File: config.mk
export PLATFORM = sky130hd
export DESIGN_NAME = cam_capture_unit
export DESIGN_NICKNAME = d
export VERILOG_FILES = /design/src/rtl/cam_capture_unit.sv
export SDC_FILE = /design/constraint.sdc
export NUM_CORES = 1
export LEC_CHECK = 0
export CAP_MARGIN = 20
export CORE_UTILIZATION = 54
export CTS_CLUSTER_DIAMETER = 80
export DETAILED_ROUTE_END_ITERATION = 10
export HOLD_SLACK_MARGIN = 0.05
export PLACE_DENSITY = 0.79
export SLEW_MARGIN = 20
export SYNTH_ARGS = -nofsm -noshare
export SYNTH_HDL_FRONTEND = slang
export SYNTH_SLANG_ARGS = --single-unit
File: constraint.sdc
create_clock -name CLK -period 3.85 [get_ports CLK]
set_input_delay 0.77 -clock CLK [delete_from_list [all_inputs] [get_ports CLK]]
set_output_delay 0.77 -clock CLK [all_outputs]
set_load 0.01 [all_outputs]
File: src/rtl/cam_capture_unit.sv
// Camera capture front end: pairs bytes from the parallel camera bus into pixels,
// converts them to RGB332 and emits clamped X/Y frame-buffer writes.
// Latency: write strobe, pixel and address appear one cycle after the second byte is sampled.
// Backpressure: none; the camera cannot be stalled, so every byte is consumed as it arrives.
//
// Ports:
//   CLK, RESET            pixel clock, asynchronous active-high reset
//   HREF, VSYNC, DATA_IN  camera line-valid, frame sync (high between frames), data byte
//   CAPTURE_EN            arms capture, only looked at on a frame boundary
//   FORMAT, DECIMATE      source format / 2x decimation, latched when a frame starts
//   W_EN, X_ADDR, Y_ADDR, PIXEL_OUT   frame-buffer write port (addr/data hold between writes)
//   FRAME_DONE, FRAME_CNT, LINE_ERR, BUSY   frame status
module cam_capture_unit #(
  parameter int IMG_W  = 176,
  parameter int IMG_H  = 144,
  parameter int ADDR_W = 15,
  parameter int FCNT_W = 8
) (
  input  logic              CLK,
  input  logic              RESET,
  input  logic              HREF,
  input  logic              VSYNC,
  input  logic [7:0]        DATA_IN,
  input  logic              CAPTURE_EN,
  input  logic [1:0]        FORMAT,
  input  logic              DECIMATE,
  output logic              W_EN,
  output logic [ADDR_W-1:0] X_ADDR,
  output logic [ADDR_W-1:0] Y_ADDR,
  output logic [7:0]        PIXEL_OUT,
  output logic              FRAME_DONE,
  output logic [FCNT_W-1:0] FRAME_CNT,
  output logic              LINE_ERR,
  output logic              BUSY
);

  typedef enum logic [1:0] {
    ST_IDLE   = 2'd0,
    ST_SYNC   = 2'd1,
    ST_ACTIVE = 2'd2
  } state_t;

  localparam logic [1:0] FMT_RGB444 = 2'b01;
  localparam logic [1:0] FMT_YUV    = 2'b10;

  // One extra bit so that limits equal to 2**ADDR_W still compare correctly.
  localparam logic [ADDR_W:0] X_LIM = (ADDR_W+1)'(IMG_W);
  localparam logic [ADDR_W:0] Y_LIM = (ADDR_W+1)'(IMG_H);

  state_t              state_q;
  logic                href_dly_q;
  logic                vsync_dly_q;
  logic                phase_q;
  logic [7:0]          b1_q;
  logic [ADDR_W-1:0]   pix_q;
  logic [ADDR_W-1:0]   line_q;
  logic [1:0]          fmt_q;
  logic                dec_q;
  logic                w_en_q;
  logic [ADDR_W-1:0]   x_addr_q;
  logic [ADDR_W-1:0]   y_addr_q;
  logic [7:0]          pixel_q;
  logic                frame_done_q;
  logic [FCNT_W-1:0]   fcnt_q;
  logic                line_err_q;
  logic                busy_q;

  logic                href_fall;
  logic                vsync_rise;
  logic                vsync_fall;
  logic [7:0]          pixel_d;
  logic [ADDR_W-1:0]   x_d;
  logic [ADDR_W-1:0]   y_d;
  logic                wr_ok_d;
  logic [ADDR_W-1:0]   pix_inc_d;
  logic [ADDR_W-1:0]   line_inc_d;

  assign href_fall  = href_dly_q & ~HREF;
  assign vsync_rise = VSYNC & ~vsync_dly_q;
  assign vsync_fall = ~VSYNC & vsync_dly_q;

  // Pixel formed from the stored first byte and the byte on the bus right now.
  always_comb begin
    pixel_d = {b1_q[7:5], b1_q[2:0], DATA_IN[4:3]};
    case (fmt_q)
      FMT_RGB444: pixel_d = {b1_q[3:1], DATA_IN[7:5], DATA_IN[3:2]};
      FMT_YUV:    pixel_d = {b1_q[7:5], b1_q[7:5], b1_q[7:6]};
      default:    pixel_d = {b1_q[7:5], b1_q[2:0], DATA_IN[4:3]};
    endcase
  end

  // Address mapping, decimation keep test and frame-buffer bounds check.
  always_comb begin
    x_d     = pix_q;
    y_d     = line_q;
    wr_ok_d = 1'b1;
    if (dec_q) begin
      x_d     = pix_q >> 1;
      y_d     = line_q >> 1;
      wr_ok_d = ~pix_q[0] & ~line_q[0];
    end
    if (({1'b0, x_d} >= X_LIM) || ({1'b0, y_d} >= Y_LIM)) begin
      wr_ok_d = 1'b0;
    end
  end

  // Raw counters saturate so an oversize frame cannot wrap back onto row/column 0.
  always_comb begin
    pix_inc_d  = (&pix_q)  ? pix_q  : pix_q + 1'b1;
    line_inc_d = (&line_q) ? line_q : line_q + 1'b1;
  end

  always_ff @(posedge CLK or posedge RESET) begin
    if (RESET) begin
      state_q      <= ST_IDLE;
      href_dly_q   <= 1'b0;
      vsync_dly_q  <= 1'b0;
      phase_q      <= 1'b0;
      b1_q         <= 8'h00;
      pix_q        <= '0;
      line_q       <= '0;
      fmt_q        <= 2'b00;
      dec_q        <= 1'b0;
      w_en_q       <= 1'b0;
      x_addr_q     <= '0;
      y_addr_q     <= '0;
      pixel_q      <= 8'h00;
      frame_done_q <= 1'b0;
      fcnt_q       <= '0;
      line_err_q   <= 1'b0;
      busy_q       <= 1'b0;
    end else begin
      href_dly_q   <= HREF;
      vsync_dly_q  <= VSYNC;
      w_en_q       <= 1'b0;
      frame_done_q <= 1'b0;
      line_err_q   <= 1'b0;

      case (state_q)
        ST_IDLE: begin
          if (vsync_rise && CAPTURE_EN) begin
            state_q <= ST_SYNC;
          end
        end

        ST_SYNC: begin
          // HREF during the vertical blank is ignored; the frame starts on VSYNC fall.
          if (vsync_fall) begin
            state_q <= ST_ACTIVE;
            busy_q  <= 1'b1;
            line_q  <= '0;
            pix_q   <= '0;
            phase_q <= 1'b0;
            fmt_q   <= FORMAT;
            dec_q   <= DECIMATE;
          end
        end

        ST_ACTIVE: begin
          // End of frame wins over a coincident HREF fall: no line step, no line error.
          if (vsync_rise) begin
            frame_done_q <= 1'b1;
            fcnt_q       <= fcnt_q + 1'b1;
            busy_q       <= 1'b0;
            phase_q      <= 1'b0;
            state_q      <= CAPTURE_EN ? ST_SYNC : ST_IDLE;
          end else if (href_fall) begin
            line_q  <= line_inc_d;
            pix_q   <= '0;
            phase_q <= 1'b0;
            // A dangling first byte means the line had an odd byte count.
            if (phase_q) begin
              line_err_q <= 1'b1;
            end
          end else if (HREF && !VSYNC) begin
            if (!phase_q) begin
              b1_q    <= DATA_IN;
              phase_q <= 1'b1;
            end else begin
              phase_q <= 1'b0;
              pix_q   <= pix_inc_d;
              if (wr_ok_d) begin
                w_en_q   <= 1'b1;
                x_addr_q <= x_d;
                y_addr_q <= y_d;
                pixel_q  <= pixel_d;
              end
            end
          end
        end

        default: state_q <= ST_IDLE;
      endcase
    end
  end

  assign W_EN       = w_en_q;
  assign X_ADDR     = x_addr_q;
  assign Y_ADDR     = y_addr_q;
  assign PIXEL_OUT  = pixel_q;
  assign FRAME_DONE = frame_done_q;
  assign FRAME_CNT  = fcnt_q;
  assign LINE_ERR   = line_err_q;
  assign BUSY       = busy_q;

  // Byte bits that no supported format maps into RGB332.
  logic unused_bits;
  assign unused_bits = ^{DATA_IN[1:0], b1_q[4]};

endmodule

==> results.sh <==
export IMPL_status="complete, no violations"
export IMPL_synth_edf_count=0
export IMPL_cpPeakStageDelay_ns=0.72
export IMPL_crit_chain="inv_1, ha_1, and4_1, nand4b_1, or3_1, and2_1, a32o_1"
export IMPL_ys_warn_count=0
export IMPL_clockPowerShare_pct=21.5
export IMPL_wl_per_cell_um=15.50
export IMPL_antenna_found_initial=0
export IMPL_drt_total_wl_um=9473
export IMPL_grt_max_degree=96
export IMPL_dpl_hpwl_um=6609
export IMPL_p_switching_w=0.001121
export IMPL_initialDrtViolationCount=240
export IMPL_setup_viol=0
export IMPL_worst_ep_required_time_ns=4.10
export IMPL_worstMarginPinSlew_ns=1.009
export IMPL_die_area_sq_um=8831
export IMPL_overflow=0
export IMPL_syn_inst=446
export IMPL_ys_seq_area_share_pct=52.04
export IMPL_holdCritStartpoint="FRAME_CNT[7]"
export IMPL_numClockSinks=95
export IMPL_num_rows=33
export IMPL_avgViaCountPerCell=5.800
export IMPL_utilization_pct=66.99
export IMPL_vias=3544
export IMPL_crit_arrival_ns=3.28
export IMPL_drive_above_1_share_pct=7.312
export IMPL_r2r_end="line_q[5]"
export IMPL_antenna_left=0
export IMPL_irDropWorstVdd_v=0.0002681
export IMPL_start_util_pct=55.60
export IMPL_rrSetupSlack_ns=0.83
export IMPL_finalClockSkew_ns=0.008917
export IMPL_fmax_mhz=330.8
export IMPL_p_int_w=0.001987
export IMPL_antennaDiodeCount=0
export IMPL_fp_dieH_um=93.98
export IMPL_yosysTopAreaCellShare_pct=52.04
export IMPL_power_density_nw_per_um2=564.5
export IMPL_clk_pin_slew_ns=0.09
export IMPL_period_minus_slack_ns=3.023
export IMPL_synth_most_common_cell="dfrtp_1"
export IMPL_ctsLongestPathBuffers=2
export IMPL_io_pins=66
export IMPL_leakagePower_nw=2.373
export IMPL_setup_tns_ns=0
export IMPL_worstHoldEndpoint="FRAME_CNT[7]"
export IMPL_place_port_buffers=65
export IMPL_ys_ff_latch=95
export IMPL_area_growth_pct=20.49
export IMPL_maxSlewHeadroom_pct=32.75
export IMPL_rsz0062_at_grt="no"
export IMPL_path_class="flop to flop"
export IMPL_htreeDepth=3
export IMPL_drc=0
export IMPL_worstSetupStartpointType="flop"
export IMPL_maxCapViolCount=0
export IMPL_cts_tree="yes"
export IMPL_cp_max_fo=26
export IMPL_synth_area_top_cells="dfrtp_1 (52%), a21oi_1 (4.6%), mux2i_1 (4.4%), mux2_2 (3.2%), nor2_1 (2.9%)"
export IMPL_clock_root_buffer="clkbuf_8"
export IMPL_syn_nets=471
export IMPL_gp_congestion=0.8761
export IMPL_cts_post_setup_buffers_inserted=0
export IMPL_firstDrtPassIters=4
export IMPL_r2r_start="state_q[0]"
export IMPL_synth_common_cells="dfrtp_1 (95), a21oi_1 (42), nor2_1 (35)"
export IMPL_grt_pass1_vias=3346
export IMPL_r2r_cells=7
export IMPL_grt_pass1_wl_um=16170
export IMPL_num_fill_cells=644
export IMPL_synth_flop_cell="dfrtp_1"
export IMPL_sw_frac_of_total_pct=36.07
export IMPL_synth_lib_cells_used_distinct=54
export IMPL_syn_area_sq_um=4568
export IMPL_hp_class="flop to flop"
export IMPL_period_share_pct=78.53
export IMPL_cts_resized=0
export IMPL_cts_inserted_buffers=9
export IMPL_maxSlewViolCount=0
export IMPL_seq_power_share_pct=43.2
export IMPL_cts_hold_buffers=0
export IMPL_synth_async_reset_ratio_pct=100.0
export IMPL_crit_path_end_kind="flop"
export IMPL_die_w_um=93.98
export IMPL_fin_nets=526
export IMPL_yosysTopAreaCell="dfrtp_1"
export IMPL_whs_path_depth=1
export IMPL_hold_viol=0
export IMPL_power_share_combinational_pct=35.2
export IMPL_crit_slowest_cell="ha_1"
export IMPL_grtUsageTotal_pct=23.79
export IMPL_clk_latency_ns=0.37
export IMPL_avgSynthCellArea_sq_um=10.24
export IMPL_core_area_sq_um=8217
==> layer usage <==
metal	global-route usage, %	vias up	share of wire, %
met5	0	-	0
met3	4.369	17	4.8
met2	36.31	93	47
met1	33.48	1728	46
li1	-	1706	-
met4	9.744	0	1.7
==> kinds of logic after synthesis <==
logic type	count (synthesis)	share of synthesized area, %
muxes	38	8.819
AOI/OAI and AO/OA	97	13.04
adders and majority gates	9	2.465
buffers and inverters	40	3.643
DFF	95	52.04
and+or+nand+nor	159	18.46
xor gates and xnor gates	8	1.534
==> worst max-delay path, delay by kind of cell (launching register included) <==
kind	cells	cell delay, ns
adder cells (fa/ha/maj)	1	0.72
AO/OA/AOI/OAI	1	0.27
AND/OR/NAND/NOR	4	1.40
buffers and inverters	1	0.10
flip-flops	1	0.42
==> power by group through the flow <==
| stage | clock network, W | logic (W) | registers [W] |
|---|---|---|---|
| 6_report | 0.000668 | 0.00110 | 0.00134 |
| 3_5_place_dp | 0 | 0.00109 | 0.00137 |
| 5_1_grt | 0.000725 | 0.00121 | 0.00137 |
| 3_3_place_gp | 0 | 0.00105 | 0.00135 |
| 4_1_cts | 0.000681 | 0.00110 | 0.00135 |
| 2_1_floorplan | 0 | 0.000738 | 0.00133 |
==> worst max-delay path by stage <==
stage           endpoint        from  cells after the start
6_report       line_q[5]  state_q[0]                      7
5_1_grt        line_q[5]  state_q[0]                      7
4_1_cts        line_q[5]  state_q[0]                      7
2_1_floorplan       BUSY       RESET                      1
3_3_place_gp   line_q[1]        HREF                      6
3_5_place_dp   line_q[1]        HREF                      6
==> metrics by stage <==
step / setup WS (ns) / power, W / instance area, sq um / std cells / hold WS [ns]
floorplan: 0.6030 / 0.002067 / 4568 / 446 / 0.4811
global placement: 0.8966 / 0.002401 / 5305 / 595 / 0.4629
detailed placement: 0.8144 / 0.002457 / 5305 / 595 / 0.4664
CTS: 0.8716 / 0.003123 / 5504 / 611 / 0.4860
global route: 0.6169 / 0.003310 / 5504 / 611 / 0.5107
finish: 0.8266 / 0.003107 / 5504 / 611 / 0.4764
==> layout make-up <==
class | count | area (sq um) | area share [%]
repair buffers | 68 | 698.2 | 12.68
well taps | 105 | 131.4 | 2.387
clock buffers | 12 | 145.1 | 2.637
clock inverters | 4 | 53.80 | 0.9775
flip-flops and latches | 95 | 2377 | 43.19
inverters | 16 | 61.31 | 1.114
multi-input cells | 311 | 2037 | 37.01
==> placed cells by master, fill, tap and decap left out, drive strengths merged, types with 18 or more instances in the layout <==
cell type	n
mux2	18
nand3	20
nand2	28
mux2i	20
dfrtp	95
nor2	35
clkdlybuf4s50	65
a21oi	42
nor2b	18
o21ai	21
==> registers in the layout (all words and copies together) (netlist names) <==
signal	count
FRAME_CNT	8
Y_ADDR	15
FRAME_DONE	1
BUSY	1
W_EN	1
line_q	15
vsync_dly_q	1
b1_q	7
href_dly_q	1
pix_q	15
PIXEL_OUT	8
phase_q	1
LINE_ERR	1
X_ADDR	15
state_q	2
fmt_q	2
dec_q	1
Note: power is estimated with default switching activity, not from simulation.
